===== src/rtl/fu_arb_pkg.sv =====
// ----------------------------------------------------------------------------
// fu_arb_pkg
// Shared types and helpers for the six-way functional-unit arbiter (fu_arb_6)
// and its priority encoder (enc_6).
//   N_REQ           number of requesters
//   IDX_W           width of a requester index
//   fu_arb_state_t  sequencer states IDLE / ISSUE / BUSY
//   therm_mask()    thermometer mask with every bit at or above ptr set
//   onehot()        index -> one-hot requester vector
//   next_idx()      index + 1, wrapping from N_REQ-1 back to 0
// ----------------------------------------------------------------------------
package fu_arb_pkg;

    localparam int N_REQ = 6;
    localparam int IDX_W = 3;

    typedef enum logic [1:0] {
        IDLE  = 2'd0,
        ISSUE = 2'd1,
        BUSY  = 2'd2
    } fu_arb_state_t;

    function automatic logic [N_REQ-1:0] therm_mask(input logic [IDX_W-1:0] ptr);
        logic [N_REQ-1:0] m;
        for (int i = 0; i < N_REQ; i++) begin
            m[i] = (i >= int'(ptr));
        end
        return m;
    endfunction

    function automatic logic [N_REQ-1:0] onehot(input logic [IDX_W-1:0] idx);
        return {{(N_REQ-1){1'b0}}, 1'b1} << idx;
    endfunction

    function automatic logic [IDX_W-1:0] next_idx(input logic [IDX_W-1:0] idx);
        return (idx == IDX_W'(N_REQ-1)) ? '0 : idx + IDX_W'(1);
    endfunction

endpackage


===== src/rtl/enc_6.sv =====
// ----------------------------------------------------------------------------
// enc_6
// Six-input lowest-index priority encoder.
//   req  in   6  request vector
//   idx  out  3  index of the lowest set bit (0 when none set)
//   vld  out  1  at least one request bit set
// ----------------------------------------------------------------------------
module enc_6
    import fu_arb_pkg::*;
(
    input  logic [N_REQ-1:0] req,
    output logic [IDX_W-1:0] idx,
    output logic             vld
);

    // Scan from the top down so the lowest set bit is the last one written.
    always_comb begin
        idx = '0;
        vld = |req;
        for (int i = N_REQ - 1; i >= 0; i--) begin
            if (req[i]) begin
                idx = IDX_W'(i);
            end
        end
    end

endmodule


===== src/rtl/fu_arb_6.sv =====
// ----------------------------------------------------------------------------
// fu_arb_6
// Round-robin arbiter/sequencer sharing one multi-cycle functional unit among
// six requesters. Owns the unit's start/ready/done handshake and advances a
// fairness pointer after every completed (or aborted) operation.
//
// Optional feature: define FU_ARB_6_TIMEOUT_EN to enable a BUSY watchdog that
// aborts the unit after TIMEOUT_CYCLES cycles and sets the sticky err_o.
// Without it, BUSY waits indefinitely and fu_abort_o / err_o are tied low.
//
// Parameters
//   TIMEOUT_CYCLES  BUSY cycle limit before abort (2..255), watchdog only
// Ports
//   clk         in   1  rising-edge clock
//   rst_n       in   1  asynchronous active-low reset
//   req_i       in   6  per-requester request
//   gnt_o       out  6  one-hot pulse when the unit accepts the owner's op
//   done_o      out  6  one-hot pulse when the owner's op completes
//   fu_start_o  out  1  start request to the unit
//   fu_sel_o    out  3  current owner index (operand mux select)
//   fu_ready_i  in   1  unit accepts start this cycle
//   fu_done_i   in   1  unit result valid (single-cycle pulse)
//   fu_abort_o  out  1  pulse that kills the unit's operation
//   busy_o      out  1  high in ISSUE or BUSY
//   err_o       out  1  sticky timeout flag
// ----------------------------------------------------------------------------
module fu_arb_6
    import fu_arb_pkg::*;
#(
    parameter int TIMEOUT_CYCLES = 64
) (
    input  logic             clk,
    input  logic             rst_n,
    input  logic [N_REQ-1:0] req_i,
    output logic [N_REQ-1:0] gnt_o,
    output logic [N_REQ-1:0] done_o,
    output logic             fu_start_o,
    output logic [IDX_W-1:0] fu_sel_o,
    input  logic             fu_ready_i,
    input  logic             fu_done_i,
    output logic             fu_abort_o,
    output logic             busy_o,
    output logic             err_o
);

    fu_arb_state_t    state, state_nxt;
    logic [IDX_W-1:0] owner, owner_nxt;
    logic [IDX_W-1:0] ptr, ptr_nxt;
    logic [IDX_W-1:0] ptr_adv;
    logic [IDX_W-1:0] ptr_arb;
    logic [N_REQ-1:0] owner_oh;
    logic [N_REQ-1:0] cand;
    logic [N_REQ-1:0] cand_m;
    logic [IDX_W-1:0] idx_m, idx_r;
    logic             vld_m, vld_r;
    logic [IDX_W-1:0] win;
    logic             any;
    logic             owner_req;
    logic             expire;

    assign owner_oh  = onehot(owner);
    assign owner_req = |(req_i & owner_oh);
    assign ptr_adv   = next_idx(owner);

    // In BUSY the arbitration runs on the done cycle for the zero-bubble
    // hand-off: the owner is excluded and the pointer it is about to leave
    // behind is used, so the result matches a fresh IDLE arbitration.
    assign cand    = (state == BUSY) ? (req_i & ~owner_oh) : req_i;
    assign ptr_arb = (state == BUSY) ? ptr_adv : ptr;
    assign cand_m  = cand & therm_mask(ptr_arb);

    enc_6 u_enc_masked (
        .req (cand_m),
        .idx (idx_m),
        .vld (vld_m)
    );

    enc_6 u_enc_raw (
        .req (cand),
        .idx (idx_r),
        .vld (vld_r)
    );

    // Nothing at or above the pointer means the search wraps to index 0.
    assign win = vld_m ? idx_m : idx_r;
    assign any = vld_r;

`ifdef FU_ARB_6_TIMEOUT_EN
    logic [7:0] cnt;
    logic       err;

    // A done in the expiry cycle takes priority, so expiry requires !fu_done_i.
    assign expire = (state == BUSY) && !fu_done_i &&
                    (cnt == 8'(TIMEOUT_CYCLES - 1));

    always_ff @(posedge clk or negedge rst_n) begin
        if (!rst_n) begin
            cnt <= '0;
            err <= 1'b0;
        end else begin
            if (state == ISSUE) begin
                cnt <= '0;
            end else if ((state == BUSY) && !fu_done_i && !expire) begin
                cnt <= cnt + 8'd1;
            end
            if (expire) begin
                err <= 1'b1;
            end
        end
    end

    assign fu_abort_o = expire;
    assign err_o      = err;
`else
    logic [7:0] unused_tmo;

    assign unused_tmo = 8'(TIMEOUT_CYCLES);
    assign expire     = 1'b0;
    assign fu_abort_o = 1'b0;
    assign err_o      = 1'b0;
`endif

    always_ff @(posedge clk or negedge rst_n) begin
        if (!rst_n) begin
            state <= IDLE;
            owner <= '0;
            ptr   <= '0;
        end else begin
            state <= state_nxt;
            owner <= owner_nxt;
            ptr   <= ptr_nxt;
        end
    end

    always_comb begin
        state_nxt = state;
        owner_nxt = owner;
        ptr_nxt   = ptr;
        unique case (state)
            IDLE: begin
                if (any) begin
                    owner_nxt = win;
                    state_nxt = ISSUE;
                end
            end
            ISSUE: begin
                // A withdrawn request abandons the slot even if the unit is ready.
                if (!owner_req) begin
                    state_nxt = IDLE;
                end else if (fu_ready_i) begin
                    state_nxt = BUSY;
                end
            end
            BUSY: begin
                if (fu_done_i) begin
                    ptr_nxt = ptr_adv;
                    if (any) begin
                        owner_nxt = win;
                        state_nxt = ISSUE;
                    end else begin
                        state_nxt = IDLE;
                    end
                end else if (expire) begin
                    ptr_nxt   = ptr_adv;
                    state_nxt = IDLE;
                end
            end
            default: begin
                state_nxt = IDLE;
            end
        endcase
    end

    assign fu_start_o = (state == ISSUE);
    assign fu_sel_o   = owner;
    assign busy_o     = (state != IDLE);
    assign gnt_o      = ((state == ISSUE) && owner_req && fu_ready_i) ? owner_oh : '0;
    assign done_o     = ((state == BUSY) && fu_done_i) ? owner_oh : '0;

endmodule


===== config.mk =====
export PLATFORM = sky130hd
export DESIGN_NAME = fu_arb_6
export DESIGN_NICKNAME = d
export VERILOG_FILES = /design/src/rtl/fu_arb_pkg.sv /design/src/rtl/enc_6.sv /design/src/rtl/fu_arb_6.sv
export SDC_FILE = /design/constraint.sdc
export NUM_CORES = 1
export LEC_CHECK = 0
export ABC_AREA = 0
export BUFFER_PORTS_ARGS = -buffer_cell sky130_fd_sc_hd__buf_2
export CAP_MARGIN = 25
export CORE_MARGIN = 2
export CORE_UTILIZATION = 30
export CTS_BUF_LIST = sky130_fd_sc_hd__clkbuf_8
export CTS_CLUSTER_SIZE = 8
export DETAILED_ROUTE_END_ITERATION = 10
export GPL_ROUTABILITY_DRIVEN = 0
export PLACE_DENSITY = 0.57
export SYNTH_ARGS = -nofsm -noshare
export SYNTH_HDL_FRONTEND = slang
export SYNTH_SLANG_ARGS = --single-unit

===== constraint.sdc =====
create_clock -name clk -period 2.4 [get_ports clk]
set_input_delay 0.6 -clock clk [delete_from_list [all_inputs] [get_ports clk]]
set_output_delay 0.6 -clock clk [all_outputs]
set_load 0.1 [all_outputs]

After elaboration in Yosys (flattened, before gate mapping)
Index checks and enable logic that the tools add are counted.

word-level totals
  flip-flop bits (word level) = 8
  word-level logic and storage cells = 60
  output and inout port bits = 19
  input port bits = 10

operators by class
  $add $sub $neg = 1
  shift operators = 1
  bitwise gates (word level) = 4
  muxes and demuxes = 27
  reduce and logical (&&, ||, !) cells = 12
  equal/unequal tests = 6
  $lt $le $gt $ge = 6

operator list
  operator                                             number
  2-to-1 mux 3 bit                                     17
  bitwise AND 6 bit                                    3
  2-to-1 mux 6 bit                                     3
  OR reduction 6 bit                                   3
  2-to-1 mux 2 bit                                     4
  >= comparator 1 x 3 -> 1 bit, first input constant   2
  >= comparator 2 x 3 -> 1 bit, first input constant   2
  >= comparator 3 bit, first input constant            2
  NOT 6 bit                                            1
  case mux 2 bit (3 select lines)                      1
  case mux 3 bit (2 select lines)                      1
  left shift 1 x 3 -> 6 bit, first input constant      1
  != test 2 bit, second input constant                 2
  AND reduction 2 bit                                  2
  nonzero test 2 bit                                   2
  adder 3 x 1 -> 3 bit, second input constant          1
  equality test 3 bit, second input constant           1
  logical AND 1 bit                                    3
  != test 3 bit, second input constant                 1
  AND reduction 3 bit                                  1
  equality test 2 x 1 -> 1 bit, second input constant  1
  equality test 2 bit, second input constant           1
  zero test 2 bit                                      1
  2-to-1 mux 1 bit                                     1

Longest topological paths before layout
Gate-level depths: netlist of run 1.

  word-level depth = 15
  gate-level depth with buffers = 10
  depth with buffers taken out = 8

Cells and area by module
Synthesis of run 1 repeated with hierarchy kept, for this count alone.

second synthesis, totals
  cell total of the unflattened synthesis = 131
  area total of the unflattened synthesis = 919.6 sq um

by module, submodules not included
  module    cells an instance  sequential area each (sq um)  area an instance (sq um)  times used
  fu_arb_6  111                200.2                         814.5                     1
  enc_6     10                 0.0                           52.6                      2

Worst setup path after synthesis of run 1
Ideal clock, no wire load.

  kind = flip-flop to output port
  start point = register owner[0], in the netlist fu_sel_o[0]
  end point = output gnt_o[0]
  arrival time = 4838 ps
  slack = -3038 ps
  stages on the path, launching flop included = 9
  required time = 1800 ps
  buffers on the path = 2
  cells stage by stage = dfrtp_1 buf_4 buf_6 and2_1 ha_1 a222oi_1 nor2b_1 nand2_1 nor4_1

on the way
  longest elaborated chain between the ends = 6

ends and longest elaborated chain
  element                          RTL line          RTL
  start, declared                  fu_arb_6.sv:47    logic [IDX_W-1:0] owner, owner_nxt;
  start signal, assigned           fu_arb_6.sv:130   owner <= owner_nxt;
  left shift 1 x 3 -> 6 bit *      fu_arb_pkg.sv:32  return {{(N_REQ-1){1'b0}}, 1'b1} << idx;
  bitwise AND 6 bit                fu_arb_6.sv:62    assign owner_req = |(req_i & owner_oh);
  OR reduction 6 bit               fu_arb_6.sv:62
  logical AND 1 bit (2 in series)  fu_arb_6.sv:177   assign gnt_o = ((state == ISSUE) && owner_req && fu_ready_i) ? owner_oh : '0;
  2-to-1 mux 6 bit *               fu_arb_6.sv:177
  end, declared                    fu_arb_6.sv:35    output logic [N_REQ-1:0] gnt_o,

Mark *: on every way between the ends. The rest lies on a longest branch, timed or not.

Final worst setup path of run 1
  start point = register owner[0], in the netlist fu_sel_o[0]
  end point = output gnt_o[5]

The elaborated chain is that of the path after synthesis.

==> flow_metrics.tcl, run 1 <==
set metrics [dict create \
    dp_hpwl_um 2350 \
    crit_cells 10 \
    r2r_end "fu_sel_o[0]" \
    synth_top_area_share 0.221 \
    finalCritPeriodShare 1.12 \
    syn_to_final_growth_pct 74.4 \
    yosys_warnings 0 \
    setup.worst_path.class "register to primary output" \
    slew_violations 0 \
    io_pins 29 \
    wl_met3_um 119 \
    path_cells "buf_4 -> buf_4 -> and2_4 -> ha_4 -> a222oi_1 -> nor2b_1 -> nand2_2 -> buf_4 -> nor2_4 -> buf_12" \
    row_count 19 \
    cp.required_ns 1.80 \
    antenna_found_initial 0 \
    comb_power_share 0.787 \
    violations "design-rule violations, negative setup slack" \
    fmax_mhz 373 \
    r2r_slack_ns -0.10 \
    ys.flop_type "dfrtp_1" \
    drc 2 \
    crit_buf_inv 4 \
    n_antenna_cell 0 \
    p_int_mw 0.912 \
    switching_power_mw 1.20 \
    startpoint "fu_sel_o[0]" \
    p_per_area_mw_per_mm2 1340 \
    peakVddDrop_mv 0.891 \
    endpoint_kind "primary output" \
    grt_pass1_wl_um 4980 \
    cts_buffer_depth 2 \
    layout-drive-gt1-share 0.521 \
    wl_met1_um 1440 \
    p_clk_frac 0.076 \
    slowest_delay_ns 0.50 \
    dr.pass1.iters 8 \
    setup.worst_path.end "gnt_o[5]" \
    ys_types 47 \
    swShare 0.568 \
    synth-seq-cells 8 \
    clk_latency_ns 0.23 \
    worst_setup_path_start_kind "register" \
    path_clk_slew_ns 0.04 \
    min_period_ns 2.68 \
    highest_layer "met3" \
    rr_worst_depth 10 \
    syn_area_um2 906 \
    cp_top_family "buffers and inverters" \
    start_util 0.323 \
    path_common_cell "buf_4" \
    hp-class "input pin to asynchronous set/reset pin" \
    synth_seq_area_share 0.221 \
    crit_slowest_cell "dfrtp_4" \
    htreeDepth 1 \
    postCtsHoldBufs 0 \
    arrival_ns 2.08 \
    rsz0062_at_grt "true" \
    synth.avg_cell_area_um2 7.81 \
    grt_overflow 0 \
    fin_skew_ns 0.00143 \
    sequentialPowerShare 0.137 \
    worst_pin_slew_ns 0.512 \
    r2r-start "fu_sel_o[0]" \
    grt_max_degree 12 \
    power_leakage_nw 0.648 \
    max_cap_viol_count 0 \
    status "complete, but fails checks" \
    die_area_mm2 0.00348 \
    routed_wl_um 3080 \
    grt_pass1_vias 1030 \
    power.total_mw 2.11 \
    die_h_um 59.0 \
    synthArstFlopShare 1.00 \
    finalSetupViolCount 8 \
    tritoncts "built" \
    yosys-top-cells-area "dfrtp_1 22%, nor2_1 5.4%, nand2_1 5.0%" \
    fillers 258 \
    antenna_left 0 \
    cts_sinks 8 \
    core_area_mm2 0.00281 \
    hold_viol 0 \
    setup_ws_ns -0.283 \
    cts-root-buf "clkbuf_8" \
    synth_most_common_cell "nor2_1" \
    dieWidth_um 59.0 \
    via_per_inst 5.44 \
    via_count 1077 \
    layout.nets 179 \
    critPathMaxFanout 5 \
    seq_area_um2 209 \
    synth_edf_count 0 \
    syn-instance-count 116 \
    cts_buffers 3 \
    drt_iter0_drc 55 \
    max_slew_margin 0.659 \
    yosys-top-cells-count "13 x nor2_1, 12 x nand2_1, 8 x dfrtp_1" \
    port_buffers 26 \
    layoutNonFillerInstCount 198 \
    wl_met2_um 1520 \
    wire_per_inst_um 15.6 \
    yosysTopAreaCell "dfrtp_1" \
    place_inst 189 \
    track_usage 0.192 \
    multi_input_area_um2 741 \
]
-- timing repair --
item,4_1_cts,5_1_grt
endpoints found under the setup margin,7,11
cloned,0,0
setup buffers,4,1
gates resized for setup,26,2
pin swaps,5,2
endpoints found under the hold margin,0,0
-- stage by stage --
stage               area (µm²)  setup TNS, ns   util  hold slack (ns)  setup slack (ns)
floorplan                 1000          -6.43      -            0.304            -0.904
finish                    1580          -1.81  0.563            0.211            -0.283
detailed placement        1370          -2.48  0.490            0.454            -0.432
global placement          1370          -2.38  0.490            0.449            -0.415
CTS                       1560          -1.71  0.557            0.207            -0.278
global route              1580          -2.48  0.563            0.215            -0.335
-- power groups by stage --
stage	clock [mW]	sequential [mW]	combinational (mW)
finish	0.161	0.289	1.66
global route	0.176	0.297	1.76
CTS	0.169	0.287	1.61
detailed placement	0	0.290	1.49
global placement	0	0.287	1.47
floorplan	0	0.449	0.956
-- metal layers --
metal / vias up / global-route usage
met1: 518 / 0.268
met2: 32 / 0.310
met5: - / 0
met4: 0 / 0.0714
met3: 0 / 0.0132
li1: 527 / -
-- area by class of cell --
| class | count | share of cell area |
|---|---|---|
| clock inverters | 1 | 0.00238 |
| clock buffers | 3 | 0.0261 |
| repair buffers | 54 | 0.334 |
| well taps | 31 | 0.0245 |
| multi-input cells | 96 | 0.469 |
| inverters | 5 | 0.0119 |
| flip-flops and latches | 8 | 0.132 |
-- registers in the layout, summed over array words and instances (netlist names) --
signal and count:
fu_sel_o 3, ptr 3, state 2
-- kinds of logic (layout without fill, tap and decap cells) --
group,count (synthesis),in the layout,synth area share
simple gates,58,58,0.363
compound gates,34,34,0.291
buf+inv,13,63,0.0815
flops,8,8,0.221
fa+ha+maj,1,1,0.0138
other cells,1,2,0.00414
mux,1,1,0.0249
-- cell usage in the layout, fill, tap and decap left out, types with 5 or more instances in the layout --
master and n:
buf_12 12, buf_2 14, buf_4 26, dfrtp_1 5
inv_1 5, nand2_1 11, nor2_1 6, o21ai_0 7
-- how the worst min path moves through the flow --
stage	startpoint	end
2_1_floorplan	rst_n	fu_sel_o[2]
3_3_place_gp	rst_n	fu_sel_o[0]
3_5_place_dp	rst_n	ptr[0]
4_1_cts	rst_n	ptr[0]
5_1_grt	rst_n	ptr[0]
6_report	rst_n	ptr[0]
(Power assumes the default switching activity.)
==> run 2, diff against run 1 <==
--- a/config.mk
+++ b/config.mk
@@ -10,3 +10,3 @@
 export CAP_MARGIN = 25
-export CORE_MARGIN = 2
+export CORE_MARGIN = 4
 export CORE_UTILIZATION = 30
==> constraint.sdc (replaced) <==
create_clock -name clk -period 2.4 [get_ports clk]
set_input_delay 0.12 -clock clk [delete_from_list [all_inputs] [get_ports clk]]
set_output_delay 0.12 -clock clk [all_outputs]
set_load 0.1 [all_outputs]
==> run 2 against run 1 <==
  * Register-to-register slack improved by 0.18 ns
  * Critical endpoint is now fu_sel_o[0]
  * Via count decreased by 3.8%
  * The flow now finishes without violations
  * Fmax increased by 15%
  * Sequential power increased by 9.0%
  * Total power decreased by 9.2%
  * Hold slack got worse by 0.077 ns
  * Non-clock buffer count decreased by 18
  * Combinational power decreased by 14%
  * Global-route usage decreased by 4.0 points
  * Cell count decreased by 9.1%
  * Clock skew increased by 0.0077 ns
  * Worst setup slack improved by 0.36 ns
==> flow_metrics.tcl, run 2 (same netlist as run 1, synthesis figures left out) <==
set metrics [dict create \
    max_cap_viol_count 0 \
    routed_wl_um 2840 \
    cts_buffer_depth 2 \
    wire_per_inst_um 15.8 \
    power_leakage_nw 0.548 \
    crit_slowest_cell "dfrtp_4" \
    n_antenna_cell 0 \
    antenna_found_initial 0 \
    grt_pass1_vias 991 \
    max_slew_margin 0.620 \
    antenna_left 0 \
    final_common_cell "buf_2" \
    worst_setup_path_start_kind "register" \
    finalCritPeriodShare 0.968 \
    drt_iter0_drc 61 \
    hold_viol 0 \
    path_clk_slew_ns 0.05 \
    layout.nets 161 \
    status "completed" \
    dr.pass1.iters 5 \
    cp.required_ns 2.54 \
    peakVddDrop_mv 0.870 \
    cts_buffers 3 \
    arrival_ns 2.47 \
    port_buffers 26 \
    path_cells "buf_4 -> and2_4 -> ha_4 -> nor3b_1 -> a22oi_1 -> a21boi_1 -> a21oi_1 -> nand4_1 -> a41oi_1" \
    die_area_mm2 0.00396 \
    slowest_delay_ns 0.48 \
    min_period_ns 2.32 \
    fin_skew_ns 0.00911 \
    endpoint_kind "register" \
    drc 0 \
    hp-class "input pin to register" \
    row_count 19 \
    via_count 1036 \
    core_area_mm2 0.00283 \
    grt_overflow 0 \
    layout-drive-gt1-share 0.456 \
    critPathMaxFanout 6 \
    slew_violations 0 \
    finalSetupViolCount 0 \
    clk_latency_ns 0.24 \
    start_util 0.320 \
    rsz0062_at_grt "true" \
    io_pins 29 \
    worst_pin_slew_ns 0.569 \
    tritoncts "built" \
    layoutNonFillerInstCount 180 \
    track_usage 0.151 \
    utilization 0.479 \
    via_per_inst 5.76 \
    cts-root-buf "clkbuf_8" \
    r2r_slack_ns 0.08 \
    syn_to_final_growth_pct 49.4 \
    setup.worst_path.class "register to register" \
    place_inst 171 \
    final_cell_mix "19 x buf_2, 11 x nand2_1, 8 x nor2_2, 8 x buf_4" \
    grt_pass1_wl_um 4800 \
    dp_hpwl_um 2180 \
    grt_max_degree 12 \
    htreeDepth 1 \
    cts_sinks 8 \
    die_h_um 63.0 \
    p_per_area_mw_per_mm2 1420 \
    fmax_mhz 430 \
    dieWidth_um 63.0 \
]
run 2: cell count changes in the layout (fill, tap and decap cells not counted), sizes merged:
cell / change
dlygate4sd3: +1
buf: -19
run 2: where the power goes:
group,switching (mW),internal (mW),total [mW]
logic,0.972,0.457,1.43
clock network,0.0615,0.111,0.173
registers,0.105,0.210,0.315
run 2: per-stage QoR:
stage                     total power, mW  TNS, ns  hold slack [ns]  worst slack (ns)  cell area [µm²]
final                                1.92        0            0.134            0.0769             1350
after global routing                 2.04   -0.212            0.152           -0.0430             1350
after CTS                            1.86        0            0.128           0.00681             1280
after detailed placement             1.63        0          -0.0236            0.0968             1180
after global placement               1.62        0          -0.0235            0.0813             1180
after floorplan                      1.40    -1.53           -0.176            -0.424             1000
run 2: final timing paths:
kind                               end         from  cells after the start
setup / recovery           fu_sel_o[0]  fu_sel_o[0]                      9
hold / removal                state[1]    fu_done_i                      2
setup reg to reg           fu_sel_o[0]  fu_sel_o[0]                      9
hold reg to reg                 ptr[2]       ptr[2]                      2
max in group asynchronous  fu_sel_o[1]        rst_n                      2
min in group asynchronous       ptr[1]        rst_n                      2
run 2: final cells by class:
type | instances | area (µm²)
Fill cell | 269 | 1480
Multi-Input combinational cell | 96 | 722
Timing Repair Buffer | 36 | 320
Sequential cell | 8 | 209
Clock buffer | 3 | 41.3
Tap cell | 31 | 38.8
Inverter | 5 | 18.8
Clock inverter | 1 | 3.75
run 2: what timing repair did:
| action | CTS | global route |
|---|---|---|
| endpoints found under the hold margin | 8 | 0 |
| gates resized for setup | 11 | 13 |
| hold buffers | 1 | 0 |
| buffers inserted | 2 | 2 |
| setup endpoints to repair | 6 | 8 |
| pin swaps | 2 | 2 |
run 2: worst max-delay path, delay by kind of cell (launching register included):
family | cells | cell delay (ns)
and+or+nand+nor | 3 | 0.53
buffers and inverters | 1 | 0.16
DFF | 1 | 0.48
AOI/OAI and AO/OA | 4 | 0.84
adders and majority gates | 1 | 0.20
run 2: per-layer routing:
layer | GRT usage | wire length (µm) | up-vias
met1 | 0.206 | 1220 | 490
met2 | 0.232 | 1350 | 51
met3 | 0.0360 | 223 | 5
li1 | - | - | 490
met5 | 0 | 0 | -
met4 | 0.0496 | 42 | 0
